[src/rtl/inst_encoder.sv]
// Program-load encoder: packs decoded instruction fields into 32-bit S/I/B words
// and streams them to instruction memory at sequential addresses from a base.
module inst_encoder #(
  parameter int unsigned ADDR_W = 10
) (
  input  logic              clk,
  input  logic              rst,
  input  logic              start,
  input  logic [ADDR_W-1:0] base_addr,
  input  logic              in_valid,
  output logic              in_ready,
  input  logic [1:0]        in_type,
  input  logic [3:0]        in_opcode,
  input  logic [4:0]        in_src1,
  input  logic [4:0]        in_src2,
  input  logic [4:0]        in_dest,
  input  logic [4:0]        in_cond,
  input  logic [15:0]       in_imm,
  input  logic              in_last,
  output logic              wr_en,
  output logic [ADDR_W-1:0] wr_addr,
  output logic [31:0]       wr_data,
  output logic              busy,
  output logic              done,
  output logic              err,
  output logic [7:0]        err_count
);

  typedef enum logic [1:0] {IDLE, RUN, DONE} state_t;

  localparam logic [1:0] TYPE_S = 2'b01;
  localparam logic [1:0] TYPE_I = 2'b10;
  localparam logic [1:0] TYPE_B = 2'b11;

  state_t            state;
  logic [ADDR_W-1:0] addr;
  logic              accept;
  logic [31:0]       word;
  logic              lossy;

  assign accept = in_valid & in_ready;

  // Word packing and field-loss detection for the beat currently presented.
  // NOTE: every output of an always_comb gets a default first so no path leaves it unassigned (no latch).
  always_comb begin
    word  = {26'd0, in_opcode, in_type};
    lossy = 1'b0;
    case (in_type)
      TYPE_S: begin
        word[31:6] = {11'd0, in_dest, in_src2, in_src1};
        lossy      = (|in_imm) | (|in_cond);
      end
      TYPE_I: begin
        word[31:6] = {in_imm, in_dest, in_src1};
        lossy      = (|in_src2) | (|in_cond);
      end
      TYPE_B: begin
        word[31:6] = {in_imm, in_cond, in_src1};
        lossy      = (|in_src2) | (|in_dest);
      end
      default: begin
        lossy = (|in_src1) | (|in_src2) | (|in_dest) | (|in_cond) | (|in_imm);
      end
    endcase
  end

  // NOTE: sequential state uses non-blocking assignments so all flops update from pre-edge values.
  always_ff @(posedge clk) begin
    if (rst) begin
      state     <= IDLE;
      addr      <= '0;
      in_ready  <= 1'b0;
      wr_en     <= 1'b0;
      wr_addr   <= '0;
      wr_data   <= '0;
      busy      <= 1'b0;
      done      <= 1'b0;
      err       <= 1'b0;
      err_count <= '0;
    end else begin
      wr_en <= 1'b0;
      done  <= 1'b0;
      case (state)
        IDLE: begin
          if (start) begin
            state     <= RUN;
            in_ready  <= 1'b1;
            busy      <= 1'b1;
            addr      <= base_addr;
            err       <= 1'b0;
            err_count <= '0;
          end
        end
        RUN: begin
          if (accept) begin
            wr_en   <= 1'b1;
            wr_addr <= addr;
            wr_data <= word;
            addr    <= addr + 1'b1;
            // Counter at all-ones is about to wrap back to zero.
            if (lossy || (&addr)) err <= 1'b1;
            if (lossy && (err_count != 8'hFF)) err_count <= err_count + 8'd1;
            if (in_last) begin
              state    <= DONE;
              in_ready <= 1'b0;
              done     <= 1'b1;
            end
          end
        end
        DONE: begin
          state <= IDLE;
          busy  <= 1'b0;
        end
        default: begin
          state    <= IDLE;
          in_ready <= 1'b0;
          busy     <= 1'b0;
        end
      endcase
    end
  end

endmodule

[config.mk]
export PLATFORM = sky130hd
export DESIGN_NAME = inst_encoder
export DESIGN_NICKNAME = d
export VERILOG_FILES = /design/src/rtl/inst_encoder.sv
export SDC_FILE = /design/constraint.sdc
export NUM_CORES = 1
export LEC_CHECK = 0
export CORE_MARGIN = 10
export CORE_UTILIZATION = 43
export DETAILED_ROUTE_END_ITERATION = 8
export GPL_TIMING_DRIVEN = 0
export PLACE_DENSITY_LB_ADDON = 0.05
export SETUP_SLACK_MARGIN = 0.15
export SYNTH_ARGS = -nofsm -noshare
export SYNTH_HDL_FRONTEND = slang
export SYNTH_SLANG_ARGS = --single-unit
[constraint.sdc]
create_clock -name clk -period 4 [get_ports clk]
set_input_delay 0.4 -clock clk [delete_from_list [all_inputs] [get_ports clk]]
set_output_delay 0.4 -clock clk [all_outputs]
set_load 0.03 [all_outputs]
==> results of run 1 <==
critical path, cell delays in order:
cell             delay [ns]
clkdlybuf4s50_1        0.48
or4_1                  0.59
nor4_1                 0.33
o21ai_1                0.18
a2111oi_4              0.58
o21ai_0                0.20
o21ai_1                0.11
kinds of logic after synthesis:
logic type / after synthesis
flops: 67
buf+inv: 28
fa+ha+maj: 2
mux: 5
simple gates: 173
compound gates: 107
per-stage QoR:
step                      area, um2  instances   util  setup WS, ns  power, mW
after floorplan                3040        382      -          1.88      0.830
after global routing           4480        604  0.655          1.32       1.62
after CTS                      4480        604  0.655          1.48       1.57
final                          4480        604  0.655          1.40       1.56
after global placement         4260        588  0.624          1.19      0.943
after detailed placement       4260        588  0.624          1.15      0.945
cells in the mapped netlist:
cell type and count:
a21o_1 1, buf_2 1, and3_1 8, dfxtp_1 67, o21ai_1 3, nand3_1 27, nor3b_1 1, nor2b_2 1
inv_1 2, buf_6 3, a21oi_1 45, a22oi_1 2, or3_1 1, nand2_1 61, a2bb2oi_1 1, or2b_1 1
or2_2 1, o41ai_1 1, a311oi_1 3, nand3b_1 1, nand2b_1 6, o21ai_0 29, a221oi_1 10, a211o_2 1
or4_1 3, a41oi_1 2, or4_4 1, ha_1 2, clkbuf_1 21, nor4_1 6, o22ai_2 1, nor2b_1 9
a211oi_1 4, o22ai_1 2, mux2_2 5, a22o_1 1, nor2_1 24, nand4_1 4, buf_1 1, a2111oi_4 1
nor3_1 16, and2_1 2
per-layer routing:
layer  part of all wire  vias to the layer above  track usage
met2               0.48                      115        0.301
met1               0.45                     1527        0.228
met3              0.066                        4       0.0582
met5                  0                        -            0
met4             0.0042                        0       0.0437
li1                   -                     1627            -
flip-flops by register name, indices dropped and copies added, names as in the netlist:
name,count
err_count,8
in_ready,1
state,2
busy,1
wr_en,1
wr_addr,10
addr,10
wr_data,32
done,1
err,1
cell type report:
cell class	count	share of cell area
well taps	96	0.0268
clock inverters	6	0.0198
inverters	2	0.00168
flip-flops and latches	67	0.300
repair buffers	110	0.246
plain buffers	26	0.0271
clock buffers	10	0.0285
multi-input cells	287	0.351
power by group:
part	leakage (nW)	switching, mW	internal [mW]
clock	0.103	0.271	0.352
sequential	0.543	0.0168	0.687
combinational	0.850	0.121	0.108
path summary, 6_finish.rpt:
path / start / endpoint / depth (start not counted)
min reg2reg: wr_data[24] / wr_data[24] / 2
max reg2reg: state[1] / wr_data[8] / 7
min: wr_data[24] / wr_data[24] / 2
max: in_dest[0] / err_count[6] / 7
==> flow_summary.toml, run 1 <==
[status]
status = "complete, no violations"

[detailed_routing]
wl_per_cell_um = 16.8
final_antenna_net_count = 0
drc = 0
post_drt_via_cell_ratio = 5.42
detail_route.iter0.violations = 206
routed_wirelength_um = 10200
first_pass_iters = 4
vias = 3273

[clocking]
cts_tree = "done"
clk_path_buf_depth = 2
cts_buffers = 9
clock-sinks = 67
clk_pin_slew_worst_paths_ns = 0.07
htree_levels = 3
cts_setup_buffers = 0
cts_hold_buffers = 0
post_cts_resized = 0
clk_latency_ns = 0.34
cts_root_buffer = "clkbuf_8"

[layout]
multi_input_area_mm2 = 0.00157
fillers = 640
ff_latch_area_mm2 = 0.00134
nets = 562
drive_above_1_share = 0.0591
area_growth_pct = 47.3
diodes = 0
final_common_cell = "clkdlybuf4s50_1"
layout_common_cells = "110 x clkdlybuf4s50_1, 67 x dfxtp_1, 61 x nand2_1"

[synthesis]
avgSynthCellArea_um2 = 7.96
synth_area_leaders = "dfxtp_1 44%, nand2_1 7.5%, a21oi_1 7.4%"
yosys.area.top_type_share = 0.441
yosysSeqAreaShare = 0.441
synthMuxAreaShare = 0.0185
yosys.area_share.adder = 0.00823
synthesis.nets = 441
synth.ff_latch_count = 67
synth_xor_area_frac = 0
synth_area_mm2 = 0.00304
synth_compound_area_frac = 0.216
synth_top_family_by_area = "simple AND/OR/NAND/NOR gates"
syn_inst = 382
synth_warnings = 0
yosys.area_share.simple = 0.273
ys_types = 42
yosysTopAreaCell = "dfxtp_1"

[global_route]
grt_pass1_vias = 3240
grt_usage = 0.184
grt_antenna_before_repair = 0
grt_pass1_wl_um = 16400
grt.overflow.total = 0
grt_max_degree = 13

[setup_path]
start_kind = "input pin"
worstSetupPathType = "in -> reg"
worstPathRequired_ns = 4.27
r2r_slack_ns = 1.88
worstSetupEndpointType = "flip-flop"
worstPathMaxFanout = 7
cp_data_arrival_time_ns = 2.87

[timing]
skew_ns = 0.00354
worst_hold_slack_ns = 0.453
fmax_mhz = 385
timing.final.crit_share = 0.650
tns_ns = 0
hold_viol = 0
rsz0062_at_grt = "no"
slew_headroom = 0.558
setup_viol = 0
drv_slew = 0
worstMarginPinSlew_ns = 0.664
period_minus_slack_ns = 2.60

[floorplan]
die_area_mm2 = 0.0108
io-pin-count = 112
start_util = 0.445
rows = 30
fp.dieH_um = 104
die_w_um = 104
core-area_mm2 = 0.00683

[hold_path]
min_path_type = "reg -> reg"

[placement]
dp_hpwl_um = 7700
port_buffers = 110
place.gp.congestion = 0.859

[power_and_ir_drop]
powerDensity_mw_per_mm2 = 347
leakagePower_nw = 1.50
max-vdd-ir-drop_mv = 0.271

[job]
drv_cap = 0
(Power assumes the default switching activity.)
==> run 2: changes to the inputs <==
==> constraint.sdc (replaced) <==
create_clock -name clk -period 2.55 [get_ports clk]
set_input_delay 0.255 -clock clk [delete_from_list [all_inputs] [get_ports clk]]
set_output_delay 0.255 -clock clk [all_outputs]
set_load 0.03 [all_outputs]
==> run 2 against run 1 <==
Compared with the run above:
- count of clock-buffer cells in the layout is the same
- core utilization grew 0.33 points
- first-iteration DRC count shrank 14%
- non-clock buffer count grew 1
==> flow_summary.toml, run 2 (synthesis results as in run 1) <==
[layout]
nets = 563
reg_top3 = "wr_data (32), addr (10), wr_addr (10)"
drive_above_1_share = 0.0668
largest_register_ffs = 32
diodes = 0
regMostFlops = "wr_data"
layout_common_cells = "110 x clkdlybuf4s50_1, 67 x dfxtp_1, 61 x nand2_1"
area_growth_pct = 48.0
final_common_cell = "clkdlybuf4s50_1"
finalNonFillerCells = 605

[timing]
drv_slew = 0
worstMarginPinSlew_ns = 0.662
skew_ns = 0.00366
rsz0062_at_grt = "no"
fmax_mhz = 437
setup_viol = 0
tns_ns = 0
slew_headroom = 0.559
hold_viol = 0
period_minus_slack_ns = 2.29
timing.final.crit_share = 0.897

[power_and_ir_drop]
leakagePower_nw = 1.50
powerDensity_mw_per_mm2 = 543
max-vdd-ir-drop_mv = 0.426

[detailed_routing]
detail_route.iter0.violations = 177
route.met3.wl_um = 598
first_pass_iters = 4
routed_wirelength_um = 10200
drc = 0
final_antenna_net_count = 0
top_layer = "met4"
wl_per_cell_um = 16.8
vias = 3278
wl_met2_um = 4860
post_drt_via_cell_ratio = 5.42
wl_met1_um = 4660

[global_route]
grt_pass1_wl_um = 16400
grt_max_degree = 13
grt_pass1_vias = 3240
grt_antenna_before_repair = 0
grt_usage = 0.184
grt.overflow.total = 0

[floorplan]
core-area_mm2 = 0.00683
fp.dieH_um = 104
die_area_mm2 = 0.0108
start_util = 0.445
rows = 30
io-pin-count = 112
die_w_um = 104

[placement]
place.gp.congestion = 0.859
port_buffers = 110
dp_hpwl_um = 7700
placed_cells = 588

[setup_path]
worstPathRequired_ns = 2.75
worstPathMaxFanout = 7
cp_data_arrival_time_ns = 2.49
critPathLaunch = "in_dest[0]"
r2r-start = "state[1]"
worstSetupPathType = "in -> reg"
r2r_slack_ns = 0.42
worstSetupEndpointType = "flip-flop"
start_kind = "input pin"

[clocking]
cts_hold_buffers = 0
clk_latency_ns = 0.34
clk_path_buf_depth = 2
clock-sinks = 67
htree_levels = 3
clk_pin_slew_worst_paths_ns = 0.07
cts_root_buffer = "clkbuf_8"
cts_tree = "done"
cts_buffers = 9

[job]
drv_cap = 0

[hold_path]
hp-start = "in_type[1]"
min_path_type = "in -> reg"

[status]
status = "complete, no violations"
-- run 2: where the power goes --
| group | switching (mW) | total (mW) | leakage [nW] | internal [mW] |
|---|---|---|---|---|
| Combinational | 0.191 | 0.360 | 0.856 | 0.169 |
| Sequential | 0.0264 | 1.10 | 0.543 | 1.08 |
| Clock | 0.427 | 0.980 | 0.103 | 0.553 |
-- run 2: area by class of cell --
cell class	instances	area (um2)
Timing Repair Buffer	111	1110
Inverter	2	7.51
Clock inverter	6	88.8
Multi-Input combinational cell	287	1590
Tap cell	96	120
Sequential cell	67	1340
Buffer	26	121
Fill cell	634	2330
Clock buffer	10	128
-- run 2: repair_timing --
action	CTS	global route
endpoints found under the setup margin	0	9
setup buffers	0	1
resized for setup	0	3
-- run 2: worst paths after layout --
check,end,cells after the start
setup / recovery,err,7
hold / removal,wr_data[11],4
setup reg to reg,wr_data[8],7
hold reg to reg,wr_data[24],2
-- run 2: metal layers --
metal  up-vias  track usage
li1       1631            -
met1      1533        0.228
met2       110        0.301
met3         4       0.0582
met4         0       0.0437
met5         -            0
-- run 2: metrics by stage --
step                      worst slack [ns]  instance area (um2)  power, mW  hold WS, ns   util
after detailed placement            -0.157                 4260       1.48        0.442  0.624
after global placement              -0.114                 4260       1.48        0.439  0.624
after floorplan                      0.573                 3040       1.30        0.377      -
after CTS                            0.175                 4480       2.46        0.407  0.655
after global routing                 0.166                 4500       2.54        0.468  0.659
final                                0.262                 4500       2.44        0.413  0.659
-- run 2: worst max-delay path, stage by stage --
cell and delay (ns):
clkdlybuf4s50_1 0.48, or4_1 0.60, nor4_2 0.25, o21ai_1 0.16, a211o_2 0.45, nor4_2 0.23
a211oi_1 0.07
==> run 3: changes to the inputs <==
--- a/config.mk
+++ b/config.mk
@@ -9,7 +9,7 @@
 export CORE_UTILIZATION = 43
 export DETAILED_ROUTE_END_ITERATION = 8
 export GPL_TIMING_DRIVEN = 0
-export PLACE_DENSITY_LB_ADDON = 0.05
+export PLACE_DENSITY = 0.78
 export SETUP_SLACK_MARGIN = 0.15
 export SYNTH_ARGS = -nofsm -noshare
 export SYNTH_HDL_FRONTEND = slang
==> run 3 against run 2 <==
Compared with the run above:
- final area is 0.31% lower
- clock power increased by 1%
- count of clock-buffer cells in the layout unchanged
- clock skew up 0.0072 ns
- sequential power hardly changed
- maximum frequency shrank 1.2%
- non-clock buffer count is 1 lower
- critical path depth unchanged
- die area stayed put
- sequential cell count stayed put
- critical path type unchanged
==> flow_summary.toml, run 3 (synthesis results as in run 1) <==
[status]
status = "complete, no violations"

[layout]
regMostFlops = "wr_data"
finalNonFillerCells = 604
largest_register_ffs = 32
reg_top3 = "wr_data (32), addr (10), wr_addr (10)"
nets = 562
area_growth_pct = 47.6
final_common_cell = "clkdlybuf4s50_1"
fin_util = 0.657
layout_common_cells = "110 x clkdlybuf4s50_1, 67 x dfxtp_1, 61 x nand2_1"
drive_above_1_share = 0.0610
diodes = 0

[hold_path]
min_path_type = "in -> reg"
hp-start = "in_type[1]"
min_to = "wr_data[15]"
whs_path_depth = 4

[floorplan]
rows = 30
core-area_mm2 = 0.00683
fp.dieH_um = 104
die_w_um = 104
die_area_mm2 = 0.0108
start_util = 0.445
io-pin-count = 112

[placement]
place.gp.congestion = 0.854
dp_hpwl_um = 7880
placed_cells = 588
dp_slack_ns = -0.111
port_buffers = 110

[clocking]
cts_setup_buffers = 0
htree_levels = 3
cts_buffers = 9
post_cts_resized = 0
clock-sinks = 67
cts_hold_buffers = 0
clk_pin_slew_worst_paths_ns = 0.07
cts_tree = "done"
clk_latency_ns = 0.34
cts_root_buffer = "clkbuf_8"
clk_path_buf_depth = 2

[global_route]
grt_usage = 0.183
grt.overflow.total = 0
grt_pass1_vias = 3193
grt_max_degree = 13
grt_pass1_wl_um = 16300
grt_antenna_before_repair = 0

[setup_path]
worstSetupEndpointType = "flip-flop"
worstSetupPathType = "in -> reg"
cpLargestDelayFamily = "compound AO/OA/AOI/OAI gates"
crit_slowest_cell = "a2111oi_4"
worstPathRequired_ns = 2.82
r2r-start = "state[0]"
worstPathMaxFanout = 7
cp_data_arrival_time_ns = 2.59
timing.critical_path.cells = "clkdlybuf4s50_1 > or4_1 > nor4_1 > o21ai_1 > a2111oi_4 > o21ai_0 > o21ai_0"
cpMostUsedCell = "o21ai_0"
reg2reg_depth = 6
r2r_end = "err_count[4]"
r2r_slack_ns = 0.42
max_stage_delay_ns = 0.58
start_kind = "input pin"
path_buf_inv = 1

[timing]
hold_viol = 0
setup_viol = 0
rsz0062_at_grt = "no"
fmax_mhz = 432
worst_slack_ns = 0.234
slew_headroom = 0.540
worstMarginPinSlew_ns = 0.691
drv_slew = 0
period_minus_slack_ns = 2.32
timing.final.crit_share = 0.908
skew_ns = 0.0109

[detailed_routing]
detail_route.iter0.violations = 202
routed_wirelength_um = 10300
post_drt_via_cell_ratio = 5.55
final_antenna_net_count = 0
first_pass_iters = 4
vias = 3352
drc = 0
wl_per_cell_um = 17.1

[job]
drv_cap = 0

[power_and_ir_drop]
powerDensity_mw_per_mm2 = 547
max-vdd-ir-drop_mv = 0.282
leakagePower_nw = 1.51
==> run 3: cell types whose count changed in the layout (fill, tap and decap cells not counted), sizes merged <==
cell | before | now
buf | 6 | 5
clkinv | 1 | 3
clkinvlp | 2 | 0
==> run 3: report_power, final <==
part | internal [mW] | switching [mW]
sequential | 1.08 | 0.0258
clock | 0.579 | 0.413
combinational | 0.169 | 0.192
==> run 3: worst max-delay path by stage <==
| stage | end | slack, ns | from | cells after the start |
|---|---|---|---|---|
| finish | err_count[3] | 0.23 | in_dest[0] | 7 |
| global route | err_count[3] | 0.15 | in_dest[0] | 7 |
| CTS | err_count[3] | 0.25 | in_dest[0] | 7 |
| detailed placement | err_count[3] | -0.11 | in_dest[0] | 7 |
| global placement | err_count[1] | -0.06 | in_dest[0] | 7 |
| floorplan | err | 0.57 | in_src2[4] | 6 |
==> run 3: final cells by class <==
type / count / area [um2]
buffer: 26 / 121
multi-input combinational: 287 / 1570
fill: 585 / 2340
clock inverter: 6 / 87.6
clock buffer: 10 / 138
sequential: 67 / 1340
tap: 96 / 120
inverter: 2 / 7.51
timing repair buffer: 110 / 1100
==> run 3: worst register-to-register path, cell delays in order (launching register included) <==
cell and delay (ns):
dfxtp_1 0.44, inv_1 0.15, nor2_1 0.24, nand3_1 0.32, nor2_1 0.48, nand3_1 0.20
o21ai_0 0.21
==> run 3: per-layer routing <==
layer / track usage / part of all wire
met1: 0.226 / 0.44
met2: 0.299 / 0.46
met3: 0.0489 / 0.079
met4: 0.0666 / 0.016
met5: 0 / 0
==> run 3: metrics by stage <==
stage	TNS [ns]	hold WS (ns)	instance area, um2	total power, mW
after floorplan	0	0.377	3040	1.30
after global placement	-0.356	0.439	4260	1.48
after detailed placement	-0.731	0.446	4260	1.48
after CTS	0	0.410	4490	2.47
after global routing	0	0.442	4490	2.54
final	0	0.417	4490	2.46
